`src/rtl/lb_rd_sched_pkg.sv`:
```
// Shared types for the line-buffer read scheduler.
//   NBANK      : number of line-buffer banks
//   bank_idx_t : bank index (wraps mod 4)
//   rd_state_t : read scheduler FSM states
//   bank_add   : bank index arithmetic mod 4
package lb_pkg;

  localparam int unsigned NBANK = 4;

  typedef logic [1:0] bank_idx_t;

  typedef enum logic [2:0] {
    IDLE,
    WAIT,
    SWEEP,
    DRAIN,
    RELEASE,
    DONE
  } rd_state_t;

  function automatic bank_idx_t bank_add(bank_idx_t b, int n);
    return bank_idx_t'((int'(b) + n) & 3);
  endfunction

endpackage

```
`src/rtl/lb_rd_sched_skid.sv`:
```
// Two-entry skid FIFO that absorbs bank read data returning one cycle
// after issue, so the window stream can stall without losing beats.
// Ports:
//   clk, rst  : clock, async active-high reset (flushes the FIFO)
//   i_push    : write i_din this cycle
//   i_pop     : consume the head entry this cycle
//   i_din     : entry to write
//   o_dout    : head entry
//   o_occ     : number of valid entries (0..2)
module rd_skid_fifo #(
  parameter int unsigned DW = 26
) (
  input  logic          clk,
  input  logic          rst,
  input  logic          i_push,
  input  logic          i_pop,
  input  logic [DW-1:0] i_din,
  output logic [DW-1:0] o_dout,
  output logic [1:0]    o_occ
);

  logic [DW-1:0] r_mem [2];
  logic          r_wr;
  logic          r_rd;
  logic [1:0]    r_occ;
  logic          w_push;
  logic          w_pop;

  assign w_pop  = i_pop && (r_occ != 2'd0);
  assign w_push = i_push && ((r_occ != 2'd2) || w_pop);

  always_ff @(posedge clk or posedge rst) begin
    if (rst) begin
      r_mem[0] <= '0;
      r_mem[1] <= '0;
      r_wr     <= 1'b0;
      r_rd     <= 1'b0;
      r_occ    <= '0;
    end else begin
      if (w_push) begin
        r_mem[r_wr] <= i_din;
        r_wr        <= ~r_wr;
      end
      if (w_pop) begin
        r_rd <= ~r_rd;
      end
      r_occ <= r_occ + {1'b0, w_push} - {1'b0, w_pop};
    end
  end

  assign o_dout = r_mem[r_rd];
  assign o_occ  = r_occ;

endmodule

```
`src/rtl/lb_rd_sched.sv`:
```
// Read scheduler for the 4-bank line-buffer memory. Rotates a 3-row window
// over the banks, sweeps column addresses and streams one 3-pixel column per
// beat on a valid/ready interface, releasing each consumed bank via mem_used.
// Optional build macro: LB_RD_STATS_EN adds stall_cnt / wait_cnt outputs.
// Ports:
//   clk, rst       : clock, async active-high reset
//   start          : 1-cycle pulse; samples cfg_* and begins a frame
//   cfg_width      : pixels per row (W)
//   cfg_height     : rows per frame (H)
//   mem_bank_full  : bank[i] holds a complete row
//   pix_data[3:0]  : per-bank read data, 1 cycle after mb_rd_addr
//   mem_used       : 1-cycle release pulse per bank
//   mb_rd_addr[3:0]: per-bank read address
//   win_data       : {row2,row1,row0}, row0 = oldest
//   win_valid/win_ready : output handshake
//   win_last_x     : beat is column W-1
//   win_last_y     : beat is in output row H-3
//   done           : high after the final beat until next start
//   stall_cnt      : (LB_RD_STATS_EN) cycles with win_valid && !win_ready
//   wait_cnt       : (LB_RD_STATS_EN) cycles spent in WAIT
module lb_rd_sched
  import lb_pkg::*;
#(
  parameter int unsigned XB = 10,
  parameter int unsigned YB = 10,
  parameter int unsigned PB = 8
) (
  input  logic            clk,
  input  logic            rst,
  input  logic            start,
  input  logic [XB-1:0]   cfg_width,
  input  logic [YB-1:0]   cfg_height,
  input  logic [3:0]      mem_bank_full,
  input  logic [PB-1:0]   pix_data [3:0],
  output logic [3:0]      mem_used,
  output logic [XB-1:0]   mb_rd_addr [3:0],
  output logic [3*PB-1:0] win_data,
  output logic            win_valid,
  input  logic            win_ready,
  output logic            win_last_x,
  output logic            win_last_y,
  output logic            done
`ifdef LB_RD_STATS_EN
  ,
  output logic [31:0]     stall_cnt,
  output logic [31:0]     wait_cnt
`endif
);

  localparam int unsigned DW = 3 * PB + 2;

  rd_state_t     r_state;
  rd_state_t     w_next;
  bank_idx_t     r_base;
  logic [YB-1:0] r_row;
  logic [XB-1:0] r_x;
  logic [XB-1:0] r_w;
  logic [YB-1:0] r_h;
  logic          r_inflight;
  logic          r_tag_x;
  logic          r_tag_y;
  logic [XB-1:0] r_addr [3:0];

  logic          w_start_ok;
  logic          w_degen;
  logic          w_rows_full;
  logic          w_pop;
  logic [2:0]    w_level;
  logic          w_issue;
  logic          w_x_last;
  logic          w_row_last;
  logic          w_more_rows;
  logic [1:0]    w_occ;
  logic [DW-1:0] w_fifo_din;
  logic [DW-1:0] w_fifo_dout;

  assign w_start_ok  = start && ((r_state == IDLE) || (r_state == DONE));
  assign w_degen     = (cfg_width == '0) || (cfg_height < YB'(3));
  assign w_rows_full = mem_bank_full[r_base]
                     & mem_bank_full[bank_add(r_base, 1)]
                     & mem_bank_full[bank_add(r_base, 2)];
  assign w_x_last    = (r_x == r_w - XB'(1));
  assign w_row_last  = (r_row == r_h - YB'(3));
  // row+1 < H-2, rearranged to avoid underflow
  assign w_more_rows = ({1'b0, r_row} + (YB+1)'(3)) < {1'b0, r_h};

  assign win_valid = (w_occ != 2'd0);
  assign w_pop     = win_valid && win_ready;

  // Entries already committed to the FIFO after this cycle's pop; the read
  // issued now lands next cycle, so at most one slot may be spoken for.
  assign w_level = {1'b0, w_occ} + {2'b0, r_inflight} - {2'b0, w_pop};
  assign w_issue = (r_state == SWEEP) && (w_level < 3'd2);

  always_comb begin
    w_next = r_state;
    case (r_state)
      IDLE, DONE: if (start) w_next = w_degen ? DONE : WAIT;
      WAIT:       if (w_rows_full) w_next = SWEEP;
      SWEEP:      if (w_issue && w_x_last) w_next = DRAIN;
      DRAIN:      if ((w_occ == 2'd0) && !r_inflight) w_next = RELEASE;
      RELEASE:    w_next = w_more_rows ? WAIT : DONE;
      default:    w_next = IDLE;
    endcase
  end

  // The address is presented combinationally in the issue cycle so data
  // returns one cycle later; the idle bank keeps its last address.
  always_comb begin : addr_mux
    bank_idx_t v_off;
    for (int unsigned b = 0; b < NBANK; b++) begin
      v_off = bank_idx_t'(b) - r_base;
      mb_rd_addr[b] = (w_issue && (v_off != 2'd3)) ? r_x : r_addr[b];
    end
  end

  always_ff @(posedge clk or posedge rst) begin
    if (rst) begin
      r_state    <= IDLE;
      r_base     <= '0;
      r_row      <= '0;
      r_x        <= '0;
      r_w        <= '0;
      r_h        <= '0;
      r_inflight <= 1'b0;
      r_tag_x    <= 1'b0;
      r_tag_y    <= 1'b0;
      for (int unsigned b = 0; b < NBANK; b++) r_addr[b] <= '0;
    end else begin
      r_state    <= w_next;
      r_inflight <= w_issue;
      for (int unsigned b = 0; b < NBANK; b++) r_addr[b] <= mb_rd_addr[b];
      if (w_start_ok) begin
        r_w   <= cfg_width;
        r_h   <= cfg_height;
        r_row <= '0;
        r_x   <= '0;
      end
      if (w_issue) begin
        r_x     <= r_x + XB'(1);
        r_tag_x <= w_x_last;
        r_tag_y <= w_row_last;
      end
      if (r_state == RELEASE) begin
        r_base <= bank_add(r_base, 1);
        r_row  <= r_row + YB'(1);
        r_x    <= '0;
      end
    end
  end

  assign w_fifo_din = {r_tag_y, r_tag_x,
                       pix_data[bank_add(r_base, 2)],
                       pix_data[bank_add(r_base, 1)],
                       pix_data[r_base]};

  rd_skid_fifo #(.DW(DW)) u_skid (
    .clk    (clk),
    .rst    (rst),
    .i_push (r_inflight),
    .i_pop  (w_pop),
    .i_din  (w_fifo_din),
    .o_dout (w_fifo_dout),
    .o_occ  (w_occ)
  );

  assign win_data   = w_fifo_dout[3*PB-1:0];
  assign win_last_x = win_valid && w_fifo_dout[3*PB];
  assign win_last_y = win_valid && w_fifo_dout[3*PB+1];
  assign mem_used   = (r_state == RELEASE) ? (4'b0001 << r_base) : '0;
  assign done       = (r_state == DONE);

`ifdef LB_RD_STATS_EN
  logic [31:0] r_stall_cnt;
  logic [31:0] r_wait_cnt;

  always_ff @(posedge clk or posedge rst) begin
    if (rst) begin
      r_stall_cnt <= '0;
      r_wait_cnt  <= '0;
    end else if (w_start_ok) begin
      r_stall_cnt <= '0;
      r_wait_cnt  <= '0;
    end else begin
      if (win_valid && !win_ready && (r_stall_cnt != '1)) r_stall_cnt <= r_stall_cnt + 32'd1;
      if ((r_state == WAIT) && (r_wait_cnt != '1)) r_wait_cnt <= r_wait_cnt + 32'd1;
    end
  end

  assign stall_cnt = r_stall_cnt;
  assign wait_cnt  = r_wait_cnt;
`endif

endmodule
```
`config.mk`:
```
export PLATFORM = sky130hd
export DESIGN_NAME = lb_rd_sched
export DESIGN_NICKNAME = d
export VERILOG_FILES = /design/src/rtl/lb_rd_sched_pkg.sv /design/src/rtl/lb_rd_sched_skid.sv /design/src/rtl/lb_rd_sched.sv
export SDC_FILE = /design/constraint.sdc
export NUM_CORES = 1
export LEC_CHECK = 0
export ABC_AREA = 1
export CAP_MARGIN = 20
export CORE_ASPECT_RATIO = 1.1
export CORE_MARGIN = 1
export CORE_UTILIZATION = 36
export CTS_CLUSTER_DIAMETER = 120
export DETAILED_ROUTE_END_ITERATION = 6
export SYNTH_ARGS = -nofsm -noshare
export SYNTH_HDL_FRONTEND = slang
export SYNTH_SLANG_ARGS = --single-unit
```
`constraint.sdc`:
```
create_clock -name clk -period 12.3 [get_ports clk]
set_clock_uncertainty 0.1 [all_clocks]
set_input_delay 2.46 -clock clk [delete_from_list [all_inputs] [get_ports clk]]
set_output_delay 2.46 -clock clk [all_outputs]
set_load 0.02 [all_outputs]
```
==> impl_metrics.env <==
export IMPL_antenna_found_initial=0
export IMPL_setup_worst_path_class="in2out"
export IMPL_io_buffer_count=131
export IMPL_ys_types=40
export IMPL_busiest_layer="met2"
export IMPL_ys_flop_type="dfrtp_1"
export IMPL_die_w_um=142.6
export IMPL_ys_seq_area_share_pct=46.03
export IMPL_synth_top_family_by_area="simple AND/OR/NAND/NOR gates"
export IMPL_yosysTopAreaCell="dfrtp_1"
export IMPL_finalHoldViolations=0
export IMPL_synth_fa_ha_area_share_pct=4.091
export IMPL_met1_usage_pct=24.82
export IMPL_wl_mm=19.60
export IMPL_h_tree_depth=4
export IMPL_cpPeakStageDelay_ns=0.68
export IMPL_rsz0062_at_grt="no"
export IMPL_crit_fanout=20
export IMPL_layout_drive_gt1_share_pct=7.636
export IMPL_dr_total_vias=6503
export IMPL_required_ns=9.74
export IMPL_hold_class="reg2reg"
export IMPL_rows=56
export IMPL_synth_nets=1042
export IMPL_synth_xor_area_share_pct=4.251
export IMPL_cts_root_buffer="clkbuf_16"
export IMPL_synth_warnings=0
export IMPL_post_cts_setup_buffer_count=0
export IMPL_hold_ws_ns=0.3658
export IMPL_ir_drop_v=0.0001255
export IMPL_syn_cell_area_mm2=0.007829
export IMPL_grt_use_total_pct=18.82
export IMPL_cts_resized=0
export IMPL_tritoncts="done"
export IMPL_insertion_delay_ns=0.43
export IMPL_postRouteAntennaNets=0
export IMPL_outcome="finished with violations"
export IMPL_first_global_vias=6294
export IMPL_synthMuxAreaShare_pct=5.754
export IMPL_crit_slowest_cell="clkdlybuf4s50_1"
export IMPL_n_antenna_cell=0
export IMPL_worstPathCellList="clkdlybuf4s50_1 > inv_1 > nor2_1 > ha_1 > nor2_1 > fa_1 > inv_1 > nand3_2 > nor2_4 > inv_2 > or2_1 > o21ai_0 > clkdlybuf4s50_1"
export IMPL_min_period_ns=8.604
export IMPL_synth_compound_area_share_pct=12.77
export IMPL_cp_arrival_ns=6.04
export IMPL_synth_top_area_share_pct=46.03
export IMPL_boundaryPins=132
export IMPL_postSynthAreaPerCell_um2=8.181
export IMPL_slew_headroom_pct=43.57
export IMPL_syn_to_final_growth_pct=27.23
export IMPL_p_leak_nw=4.528
export IMPL_synth_simple_area_share_pct=19.21
export IMPL_synthCells=957
export IMPL_final_nets=1159
export IMPL_final_core_util_pct=46.76
export IMPL_drv_slew=0
export IMPL_wl_per_cell_um=14.23
export IMPL_synth_area_leaders="dfrtp_1 (46%), nand2_1 (11%), o21ai_0 (9.4%), inv_1 (5.4%), ha_1 (3.8%)"
export IMPL_synth_edf_count=0
export IMPL_dieHeight_um=156.7
export IMPL_grt_pass1_wl_mm=32.46
export IMPL_core_area_mm2=0.02130
export IMPL_start_util_pct=36.75
export IMPL_drt_pass1_iterations=7
export IMPL_gr_usage_met2_pct=30.84
export IMPL_async_flop_share_pct=100.0
export IMPL_timing_fmax_mhz=116.2
export IMPL_place_congestion=0.8103
export IMPL_fin_crit_sh_pct=69.95
export IMPL_hold_buffers=0
export IMPL_use_met3_pct=3.550
export IMPL_worst_slew_pin_slew_ns=0.8465
export IMPL_via_per_inst=4.723
export IMPL_violations="DRC"
export IMPL_grt_max_degree=80
export IMPL_ys_ff_latch=144
export IMPL_critPathCaptureType="output port"
export IMPL_drc=2
export IMPL_n_fill_cell=2131
export IMPL_cts_buffer_depth=2
export IMPL_maxCapViolCount=0
export IMPL_dpl_cell_area_mm2=0.009376
export IMPL_die_area_mm2=0.02234
export IMPL_cts_made_buffers=17
export IMPL_drt_iter0_drc=394
export IMPL_gr_total_overflow=0
export IMPL_clkSinkCount=144
export IMPL_setup_viol=0
export IMPL_hpwl_mm=14.07
export IMPL_pwr_density_cell_mw_per_mm2=247.3
export IMPL_clk_pin_slew_ns=0.06
export IMPL_start_kind="input pin"
export IMPL_final_setup_tns_ns=0
export IMPL_stdcell_area_mm2=0.009961
-- through the flow --
stage | setup slack [ns] | cells | power [W]
finish | 3.696 | 1377 | 0.002463
floorplan | 5.064 | 957 | 0.001555
detailed placement | 3.633 | 1345 | 0.001969
global route | 3.417 | 1377 | 0.002676
global placement | 3.705 | 1345 | 0.001952
CTS | 3.635 | 1377 | 0.002491
-- path summary, 6_finish.rpt --
| check | cells after the start | from | slack [ns] | to |
|---|---|---|---|---|
| max | 13 | win_ready | 3.70 | mb_rd_addr[9] |
| min | 2 | u_skid.r_mem[51] | 0.37 | u_skid.r_mem[51] |
| max reg2reg | 10 | r_base[1] | 9.14 | r_state[1] |
| min reg2reg | 2 | u_skid.r_mem[51] | 0.37 | u_skid.r_mem[51] |
| max in group asynchronous | 3 | rst | 8.31 | r_h[9] |
| min in group asynchronous | 2 | rst | 2.45 | u_skid.r_mem[31] |
-- power breakdown --
part	leakage [nW]	switching, W	total, W	internal [W]
Sequential	1.87	0.0000989	0.000745	0.000647
Combinational	2.38	0.000726	0.00121	0.000479
Clock	0.280	0.000207	0.000512	0.000305
Total	4.53	0.00103	0.00246	0.00143
-- synth_stat cells (13+ instances only) --
cell / n
nand2_1: 236
o21ai_0: 147
dfrtp_1: 144
inv_1: 113
nor2_1: 63
xor2_1: 25
ha_1: 24
clkbuf_1: 23
nand3_1: 22
mux2_2: 18
mux2i_1: 18
a21oi_1: 16
o22ai_1: 14
xnor2_1: 13
-- worst max-delay path: cells and delay by family --
| kind | cells | cell delay (ns) |
|---|---|---|
| AND/OR/NAND/NOR | 5 | 1.11 |
| buffers and inverters | 5 | 1.44 |
| AO/OA/AOI/OAI | 1 | 0.33 |
| adder cells (fa/ha/maj) | 2 | 0.70 |
-- logic make-up after synthesis --
kind of cell               count (synthesis)
AOI/OAI and AO/OA                        192
xor gates and xnor gates                  38
adders and majority gates                 25
buffers and inverters                    158
DFF                                      144
muxes                                     42
and+or+nand+nor                          358
-- layout by cell type, fill, tap and decap left out, types with 22 or more instances in the layout --
cell / n
nand2_1: 236
o21ai_0: 147
dfrtp_1: 144
clkdlybuf4s50_1: 131
inv_1: 112
nor2_1: 62
xor2_1: 25
ha_1: 24
nand3_1: 22
-- per-layer routing --
layer,vias up,wire length [µm]
met5,-,0
met1,3032,9343
met2,136,9090
met4,0,354
met3,24,807
li1,3311,-
-- flip-flops by register name, indices dropped and copies added (netlist names), 2 cells and up --
register,flops
u_skid.r_mem,52
r_h,10
u_skid.o_occ,2
r_state,3
r_base,2
r_x,10
r_row,10
r_w,10
r_addr,40
-- area by class of cell --
type / count / area, µm² / area share, %
flip-flops and latches: 144 / 3603 / 36.18
well taps: 290 / 362.8 / 3.643
multi-input cells: 655 / 3610 / 36.24
clock buffers: 20 / 446.7 / 4.484
inverters: 121 / 459.2 / 4.610
repair buffers: 135 / 1341 / 13.47
clock inverters: 12 / 137.6 / 1.382
Note: power is estimated with default switching activity, not from simulation.
==> variant, RTL diff (same flow settings) <==
The parameter `XB` goes from 10 to 9.
--- a/src/rtl/lb_rd_sched.sv
+++ b/src/rtl/lb_rd_sched.sv
@@ -21,7 +21,7 @@
 module lb_rd_sched
   import lb_pkg::*;
 #(
-  parameter int unsigned XB = 10,
+  parameter int unsigned XB = 9,
   parameter int unsigned YB = 10,
   parameter int unsigned PB = 8
 ) (
Interface: changed (resized cfg_width and mb_rd_addr); port bits go from 132 to 127. No check against the original RTL was run, so the function may have changed too.
==> variant against the unedited design <==
Power rose by 0.18%; wire length rose by 0.28%; critical endpoint is now mb_rd_addr[1]; area after synthesis fell by 3.1%; clock power fell by 2%; worst setup slack improved by 10 ps; cell area fell by 3.4%; global-route usage rose by 0.076 points; sequential cell count fell by 6.
==> variant: results (changes against the unedited design) <==
fin nets=1,149 (was 1,159); part of the Yosys area used for sequential elements=0.4554 (was 0.4603); number of library cell types mapped by synthesis=35 (was 40); DP Cell Count=1,303 (was 1,345); vias in the first global route=6,102 (was 6,294); hold worst-path end=r_addr[24] (was u_skid.r_mem[51]); share of cell area taken by muxes after synthesis=0.05677 (was 0.05754); top flop regs=u_skid.r_mem x52, r_addr x36 (was u_skid.r_mem x52, r_addr x40); worst voltage drop across the vdd grid=0.1019 mV (was 0.1255 mV); GR Util met1=0.2459 (was 0.2482); synthesized netlist net count=1,035 (was 1,042); setup slack, reg-to-reg=9090 ps (was 9140 ps); end point of the critical path=mb_rd_addr[1] (was mb_rd_addr[9]); Fillers=2,017 (was 2,131); DRT Pass-1 Iters=5 (was 7); pin count of the biggest net entering global routing=79 (was 80); worst slack, placed=3728 ps (was 3633 ps); drt first-iter violations=355 (was 394); Total Wirelength=19,650 um (was 19,600 um); leakage power of the design=4.453 nW (was 4.528 nW); per-cell via count in the routed design=4.843 (was 4.723); post-detail-place hpwl=14,440 um (was 14,070 um); area fraction in compound gates after synthesis=0.1380 (was 0.1277); met3 usage in global routing=0.03498 (was 0.03550); total routing resource utilization after global routing=0.1889 (was 0.1882); launch point of the worst hold path=r_addr[24] (was u_skid.r_mem[51]); met2 layer wire length in the routed design=9396 um (was 9090 um); met3 wire length=744 um (was 807 um); worst flop-to-flop path startpoint=u_skid.o_occ[1] (was r_base[1]); list of most frequent post-synthesis cells=sky130_fd_sc_hd__nand2_1 (253), sky130_fd_sc_hd__o21ai_0 (149), sky130_fd_sc_hd__dfrtp_1 (138) (was sky130_fd_sc_hd__nand2_1 (236), sky130_fd_sc_hd__o21ai_0 (147), sky130_fd_sc_hd__dfrtp_1 (144)); end of the worst register-to-register path=r_addr[22] (was r_state[1]); part of the cycle the worst path needs=0.6987 (was 0.6995); count of buffers inserted at the top-level ports=126 (was 131); Clk pin slew, worst setup/hold paths=70 ps; wire length per cell=14.72 um (was 14.23 um); ranking of synthesized cells by area=sky130_fd_sc_hd__dfrtp_1 (46%), sky130_fd_sc_hd__nand2_1 (13%), sky130_fd_sc_hd__o21ai_0 (9.8%) (was sky130_fd_sc_hd__dfrtp_1 (46%), sky130_fd_sc_hd__nand2_1 (11%), sky130_fd_sc_hd__o21ai_0 (9.4%)); met2 track demand over resource in global routing=0.3138 (was 0.3084); last weighted congestion value of the routability-driven placer=0.8186 (was 0.8103); worst hold slack after final layout=373.6 ps (was 365.8 ps); post-route met1 wirelength=9169 um (was 9343 um); Adder-Cell Fraction of Synth Area=0.04059 (was 0.04091); run status=complete, no violations (was finished with violations); wire length of the first global-routing pass=31,710 um (was 32,460 um); maximum fanout along the worst path=18 (was 20); area after detailed placement=9050 um^2 (was 9376 um^2); arrival time of the worst setup path=6030 ps (was 6040 ps); Post-Synth XOR/XNOR Area=0.02888 (was 0.04251); worst-margin pin slew=861.9 ps (was 846.5 ps); logic depth of the worst register-to-register path=12 (was 10); synthesized instance count=952 (was 957); layout cell share with drive strength beyond 1=0.08248 (was 0.07636)
variant: final cells by class:
class	count	area [um^2]	share of cell area
Clock buffer	17	425.4	0.04420
Clock inverter	15	150.1	0.01560
Inverter	118	447.9	0.04654
Multi-Input combinational cell	660	3530	0.3667
Sequential cell	138	3453	0.3588
Tap cell	256	320.3	0.03328
Timing Repair Buffer	131	1299	0.1349
variant: power by group:
| part | total [mW] | switching [mW] | internal [mW] |
|---|---|---|---|
| registers | 0.731 | 0.105 | 0.626 |
| logic | 1.24 | 0.754 | 0.483 |
| clock network | 0.501 | 0.229 | 0.271 |
variant: worst max-delay path: cells and delay by family:
kind	cells	cell delay, ps
AND/OR/NAND/NOR	5	1160
adder cells (fa/ha/maj)	2	700
AO/OA/AOI/OAI	1	440
buffers and inverters	4	1260
